==> config.mk <==
export PLATFORM = sky130hd
export DESIGN_NAME = nco_row_sched
export DESIGN_NICKNAME = d
export VERILOG_FILES = /design/src/rtl/nco_row_sched_pkg.sv /design/src/rtl/nco_row_timer.sv /design/src/rtl/nco_row_sched.sv
export SDC_FILE = /design/constraint.sdc
export NUM_CORES = 1
export LEC_CHECK = 0
export ABC_AREA = 1
export CORE_MARGIN = 4
export CORE_UTILIZATION = 35
export DETAILED_ROUTE_END_ITERATION = 16
export PLACE_DENSITY_LB_ADDON = 0.15
export SLEW_MARGIN = 15
export SYNTH_ARGS = -nofsm -noshare
export SYNTH_HDL_FRONTEND = slang
export SYNTH_HIERARCHICAL = 1
export SYNTH_SLANG_ARGS = --single-unit
==> constraint.sdc <==
create_clock -name CK -period 7.51 [get_ports CK]
set_input_delay 0.751 -clock CK [delete_from_list [all_inputs] [get_ports CK]]
set_output_delay 0.751 -clock CK [all_outputs]
set_load 0.05 [all_outputs]
==> src/rtl/nco_row_sched_pkg.sv <==
`default_nettype none
// ============================================================================
// Module   : nco_row_sched_pkg
// Brief    : Shared state encoding and widths for the NCO row scheduler.
// Revision : 1.0 - initial release
// ============================================================================
package nco_row_sched_pkg;

    localparam int NCO_LAT   = 6;
    localparam int V_POS_W   = 9;
    localparam int BLK_IDX_W = 10;

    typedef enum logic [2:0] {
        ST_IDLE     = 3'd0,
        ST_WAIT_RDY = 3'd1,
        ST_PRIME    = 3'd2,
        ST_RUN      = 3'd3,
        ST_GAP      = 3'd4,
        ST_DONE     = 3'd5
    } state_t;

endpackage
`default_nettype wire

==> src/rtl/nco_row_timer.sv <==
`default_nettype none
// ============================================================================
// Module   : nco_row_timer
// Brief    : Loadable down-counter with terminal-count flag (count == 0).
// Revision : 1.0 - initial release
// ============================================================================
module nco_row_timer #(
    parameter int WIDTH = 10
) (
    input  logic             clk,
    input  logic             rst_n,
    input  logic             i_load,
    input  logic [WIDTH-1:0] i_load_val,
    output logic [WIDTH-1:0] o_count,
    output logic             o_tc
);

    logic [WIDTH-1:0] r_count_q;
    logic [WIDTH-1:0] w_count_d;

    // Saturates at zero so an idle timer keeps reporting terminal count.
    always_comb begin
        w_count_d = r_count_q;
        if (i_load) begin
            w_count_d = i_load_val;
        end else if (r_count_q != '0) begin
            w_count_d = r_count_q - 1'b1;
        end
    end

    always_ff @(posedge clk) begin
        if (!rst_n) begin
            r_count_q <= '0;
        end else begin
            r_count_q <= w_count_d;
        end
    end

    assign o_count = r_count_q;
    assign o_tc    = (r_count_q == '0);

endmodule
`default_nettype wire

==> src/rtl/nco_row_sched.sv <==
`default_nettype none
// ============================================================================
// Module   : nco_row_sched
// Brief    : Sequences the 4-channel NCO over spectrogram rows: START pulse,
//            priming wait, valid-block window, inter-row gap.
//            Optional ABORT input enabled by NCO_ROW_SCHED_ABORT_EN.
// Revision : 1.0 - initial release
// ============================================================================
module nco_row_sched
    import nco_row_sched_pkg::*;
#(
    parameter int N_ROWS         = 480,
    parameter int BLOCKS_PER_ROW = 64,
    parameter int ROW_GAP        = 2
) (
    input  logic                 CK,
    input  logic                 RST_N,
    input  logic                 FRAME_GO,
    input  logic                 MODE_SEL,
    input  logic                 ACC_READY,
`ifdef NCO_ROW_SCHED_ABORT_EN
    input  logic                 ABORT,
`endif
    output logic                 NCO_START,
    output logic [V_POS_W-1:0]   V_POS,
    output logic                 MODE_4800,
    output logic                 BLK_VALID,
    output logic [BLK_IDX_W-1:0] BLK_IDX,
    output logic                 ROW_LAST_BLK,
    output logic                 FRAME_DONE,
    output logic                 BUSY
);

    localparam logic [BLK_IDX_W-1:0] c_prime_load = BLK_IDX_W'(NCO_LAT - 2);
    localparam logic [BLK_IDX_W-1:0] c_run_load   = BLK_IDX_W'(BLOCKS_PER_ROW - 1);
    localparam logic [BLK_IDX_W-1:0] c_gap_load   = BLK_IDX_W'((ROW_GAP > 0) ? ROW_GAP - 1 : 0);
    localparam logic [V_POS_W-1:0]   c_last_row   = V_POS_W'(N_ROWS - 1);

    state_t                 r_state_q;
    state_t                 w_state_d;
    logic [V_POS_W-1:0]     r_vpos_q;
    logic [V_POS_W-1:0]     w_vpos_d;
    logic                   r_mode_q;
    logic                   w_mode_d;
    logic                   w_tmr_load;
    logic [BLK_IDX_W-1:0]   w_tmr_val;
    logic [BLK_IDX_W-1:0]   w_tmr_count;
    logic                   w_tmr_tc;
    logic                   w_abort;

`ifdef NCO_ROW_SCHED_ABORT_EN
    assign w_abort = ABORT;
`else
    assign w_abort = 1'b0;
`endif

    nco_row_timer #(
        .WIDTH (BLK_IDX_W)
    ) u_timer (
        .clk        (CK),
        .rst_n      (RST_N),
        .i_load     (w_tmr_load),
        .i_load_val (w_tmr_val),
        .o_count    (w_tmr_count),
        .o_tc       (w_tmr_tc)
    );

    always_ff @(posedge CK) begin
        if (!RST_N) begin
            r_state_q <= ST_IDLE;
        end else begin
            r_state_q <= w_state_d;
        end
    end

    // The START cycle itself is spent in WAIT_RDY, so PRIME is loaded one short.
    always_comb begin
        w_state_d  = r_state_q;
        w_tmr_load = 1'b0;
        w_tmr_val  = '0;
        case (r_state_q)
            ST_IDLE: begin
                if (FRAME_GO) begin
                    w_state_d = ST_WAIT_RDY;
                end
            end
            ST_WAIT_RDY: begin
                if (ACC_READY) begin
                    w_state_d  = ST_PRIME;
                    w_tmr_load = 1'b1;
                    w_tmr_val  = c_prime_load;
                end
            end
            ST_PRIME: begin
                if (w_tmr_tc) begin
                    w_state_d  = ST_RUN;
                    w_tmr_load = 1'b1;
                    w_tmr_val  = c_run_load;
                end
            end
            ST_RUN: begin
                if (w_tmr_tc) begin
                    if (r_vpos_q == c_last_row) begin
                        w_state_d = ST_DONE;
                    end else if (ROW_GAP == 0) begin
                        w_state_d = ST_WAIT_RDY;
                    end else begin
                        w_state_d  = ST_GAP;
                        w_tmr_load = 1'b1;
                        w_tmr_val  = c_gap_load;
                    end
                end
            end
            ST_GAP: begin
                if (w_tmr_tc) begin
                    w_state_d = ST_WAIT_RDY;
                end
            end
            ST_DONE: begin
                w_state_d = ST_IDLE;
            end
            default: begin
                w_state_d = ST_IDLE;
            end
        endcase
        if (w_abort && (r_state_q != ST_IDLE) && (r_state_q != ST_DONE)) begin
            w_state_d = ST_DONE;
        end
    end

    // Row address moves only on accept, on leaving RUN, or on entering DONE.
    always_comb begin
        w_vpos_d = r_vpos_q;
        w_mode_d = r_mode_q;
        if ((r_state_q == ST_IDLE) && FRAME_GO) begin
            w_vpos_d = '0;
            w_mode_d = MODE_SEL;
        end else if ((w_state_d == ST_DONE) && (r_state_q != ST_DONE)) begin
            w_vpos_d = '0;
        end else if ((r_state_q == ST_RUN) && w_tmr_tc) begin
            w_vpos_d = r_vpos_q + 1'b1;
        end
    end

    always_ff @(posedge CK) begin
        if (!RST_N) begin
            r_vpos_q <= '0;
            r_mode_q <= 1'b0;
        end else begin
            r_vpos_q <= w_vpos_d;
            r_mode_q <= w_mode_d;
        end
    end

    always_comb begin
        NCO_START    = (r_state_q == ST_WAIT_RDY) && ACC_READY && !w_abort;
        BLK_VALID    = (r_state_q == ST_RUN) && !w_abort;
        ROW_LAST_BLK = (r_state_q == ST_RUN) && w_tmr_tc && !w_abort;
        BLK_IDX      = '0;
        if (r_state_q == ST_RUN) begin
            BLK_IDX = c_run_load - w_tmr_count;
        end
        FRAME_DONE   = (r_state_q == ST_DONE);
        BUSY         = (r_state_q != ST_IDLE) || (FRAME_GO && RST_N);
        V_POS        = r_vpos_q;
        MODE_4800    = r_mode_q;
    end

endmodule
`default_nettype wire

==> reports/qor.yml <==
global_route:
  met3_usage_pct: 2.375
  grt_pass1_vias: 1405
  top_usage_layer: "met1"
  antenna_found_initial: 0
  use_met2_pct: 21.19
  grt_pass1_wl_mm: 6.513
  grt_util_met1_pct: 22.46
  grt_usage_pct: 14.61
  grt_max_degree: 16
  grt_overflow_total: 0
synthesis:
  synth_cells: 255
  yosys.cell_types.count: 32
  async_flop_share_pct: 0
  yosysWarnings: 6
  synth-edff-count: 0
  syn_area_per_cell_um2: 6.222
  ys.flop_type: "dfxtp_1"
  synth_area_um2: 1587
  synth-seq-cells: 23
  ys_seq_area_share_pct: 29.02
min_path:
  hold_start: "MODE_4800$_SDFFE_PN0P_"
  hp-class: "reg -> reg"
  hold_end: "MODE_4800$_SDFFE_PN0P_"
  whs_path_depth: 2
cts:
  cts_hold_buf: 0
  cts_resized: 0
  clock_latency_ns: 0.26
  clockBufferDepth: 2
  numCtsBuffers: 3
  h-tree-depth: 1
  cts_root_buf: "clkbuf_8"
  clk_pin_slew_ns: 0.09
  cts_setup_buffers: 0
  cts_tree: "done"
  clock-sinks: 23
run:
  cap_violations: 0
power:
  leakagePower_nw: 0.8997
  seq_power_share_pct: 32.0
  intPower_uw: 307.3
  power.density_nw_per_um2: 307.5
  switching_share_pct: 49.71
  peakVddDrop_mv: 0.1063
  clock_power_share_pct: 12.9
  p_comb_share_pct: 55.1
  switching_power_uw: 303.7
  p_total_uw: 611.0
critical_path:
  cp.required_ns: 6.76
  rrSetupSlack_ns: 4.22
  end_kind: "primary output"
  r2r_cells: 14
  reg2reg_to: "u_timer/o_count[9]$_SDFFE_PN0P_"
  crit_path_start_kind: "flip-flop"
  cp.arrival_ns: 3.12
  path_max_fanout: 8
  r2r-start: "u_timer/o_count[0]$_SDFFE_PN0P_"
  worst-setup-path-type: "reg -> out"
floorplanning:
  core_area_um2: 4384
  ios: 30
  fp.dieH_um: 75.33
  start_util_pct: 36.19
  fp.dieW_um: 75.33
  dieArea_um2: 5674
  rows: 24
timing:
  hold_violations: 0
  fin_crit_ns: 3.874
  relSlewSlack_pct: 38.87
  skew_ns: 0.001825
  timing.setup.tns_ns: 0
  setup_ws_ns: 3.636
  whs_ns: 0.4509
  drv_slew: 0
  min_period_over_period_pct: 51.59
  rsz0062_at_grt: "false"
  timing.fmax_ghz: 0.2581
  setup_viol: 0
  tightest_slew_ns: 0.9099
detailed_routing:
  drtIter0Drc: 139
  via_per_inst: 4.560
  wl_per_cell_um: 10.91
  vias: 1555
  wirelength_mm: 3.722
  drtAntennaViolNets: 0
  drt_pre_antenna_iters: 4
  drc: 0
run_status:
  status: "finished, final reports clean"
layout:
  drive_gt1_share_pct: 9.689
  final.fill_count: 471
  layout_commonest_cell: "nand2_1"
  diodes: 0
  finalInstanceArea_um2: 1987
  regArea_um2: 460.4
  stdcell_count: 341
  area_delta_synth_final_pct: 25.24
  layout_common_cells: "nand2_1 (64), nor2_1 (53), inv_1 (33)"
  multi_input_area_um2: 979.7
  nets: 298
  utilization_pct: 45.32
placement:
  postPlaceCellArea_um2: 1941
  dp_slack_ns: 3.962
  portBuffers: 29
  dp.cells: 337
  hpwl_mm: 2.889
  finalWeightedCongestion: 0.8572
[how the worst max path moves through the flow]
| stage | startpoint | slack (ns) | cells past startpoint | end |
|---|---|---|---|---|
| floorplan | r_state_q[2]$_SDFF_PN0_ | 4.65 | 5 | BLK_IDX[9] |
| global placement | u_timer/o_count[0]$_SDFFE_PN0P_ | 4.00 | 9 | ROW_LAST_BLK |
| detailed placement | u_timer/o_count[0]$_SDFFE_PN0P_ | 3.96 | 9 | ROW_LAST_BLK |
| CTS | u_timer/o_count[0]$_SDFFE_PN0P_ | 3.64 | 9 | ROW_LAST_BLK |
| global route | u_timer/o_count[0]$_SDFFE_PN0P_ | 3.35 | 9 | ROW_LAST_BLK |
| finish | u_timer/o_count[0]$_SDFFE_PN0P_ | 3.64 | 9 | ROW_LAST_BLK |
[kinds of logic (layout without fill, tap and decap cells)]
group | Yosys count | count (layout) | share of synthesized area [%]
and+or+nand+nor | 164 | 164 | 48.97
buffers and inverters | 40 | 71 | 9.937
DFF | 23 | 23 | 29.02
AOI/OAI and AO/OA | 19 | 19 | 6.703
xor gates and xnor gates | 5 | 5 | 2.761
adders and majority gates | 3 | 3 | 2.366
other | 1 | 4 | 0.2364
[metal layers]
metal	routed length, µm	vias to the layer above	part of all wire (%)
li1	-	857	-
met1	1940	672	52
met2	1629	24	44
met3	126	2	3.4
met4	25	0	0.67
met5	0	-	0
[worst max-delay path, stage by stage (launching register included)]
cell	delay, ns
dfxtp_1	0.34
inv_1	0.11
ha_1	0.27
nand2_1	0.08
nor2_1	0.10
nand2_1	0.07
nor3_1	0.70
nand2_4	0.14
nor2_8	0.22
clkdlybuf4s50_1	0.83
[registers in the layout (all words and copies together), names as in the netlist]
signal / count
MODE_4800: 1
V_POS: 9
r_state_q: 3
u_timer/o_count: 10
[power groups by stage]
| stage | Sequential, mW | Clock [mW] | Combinational (mW) |
|---|---|---|---|
| after floorplan | 0.189 | 0 | 0.275 |
| after global placement | 0.199 | 0 | 0.337 |
| after detailed placement | 0.199 | 0 | 0.336 |
| after CTS | 0.196 | 0.0814 | 0.338 |
| after global routing | 0.202 | 0.0874 | 0.386 |
| final | 0.195 | 0.0791 | 0.337 |
[cells in the mapped netlist, drive strengths merged, types with 3 or more instances]
cell type / number / area share (%)
nor2: 61 / 18
nor3: 4 / 1.3
dfxtp: 23 / 29
o21ai: 8 / 2.5
xor2: 3 / 1.7
nand3: 20 / 7.4
nand2: 70 / 18
a21oi: 8 / 2.8
inv: 38 / 9.1
nand4: 4 / 1.6
ha: 3 / 2.4
[cell type report]
type,instances,area share (%)
Clock buffer,3,2.078
Timing Repair Buffer,29,14.61
Tap cell,52,3.275
Inverter,38,7.305
Clock inverter,1,0.2519
Multi-Input combinational cell,195,49.31
Sequential cell,23,23.17
(Power assumes the default switching activity.)
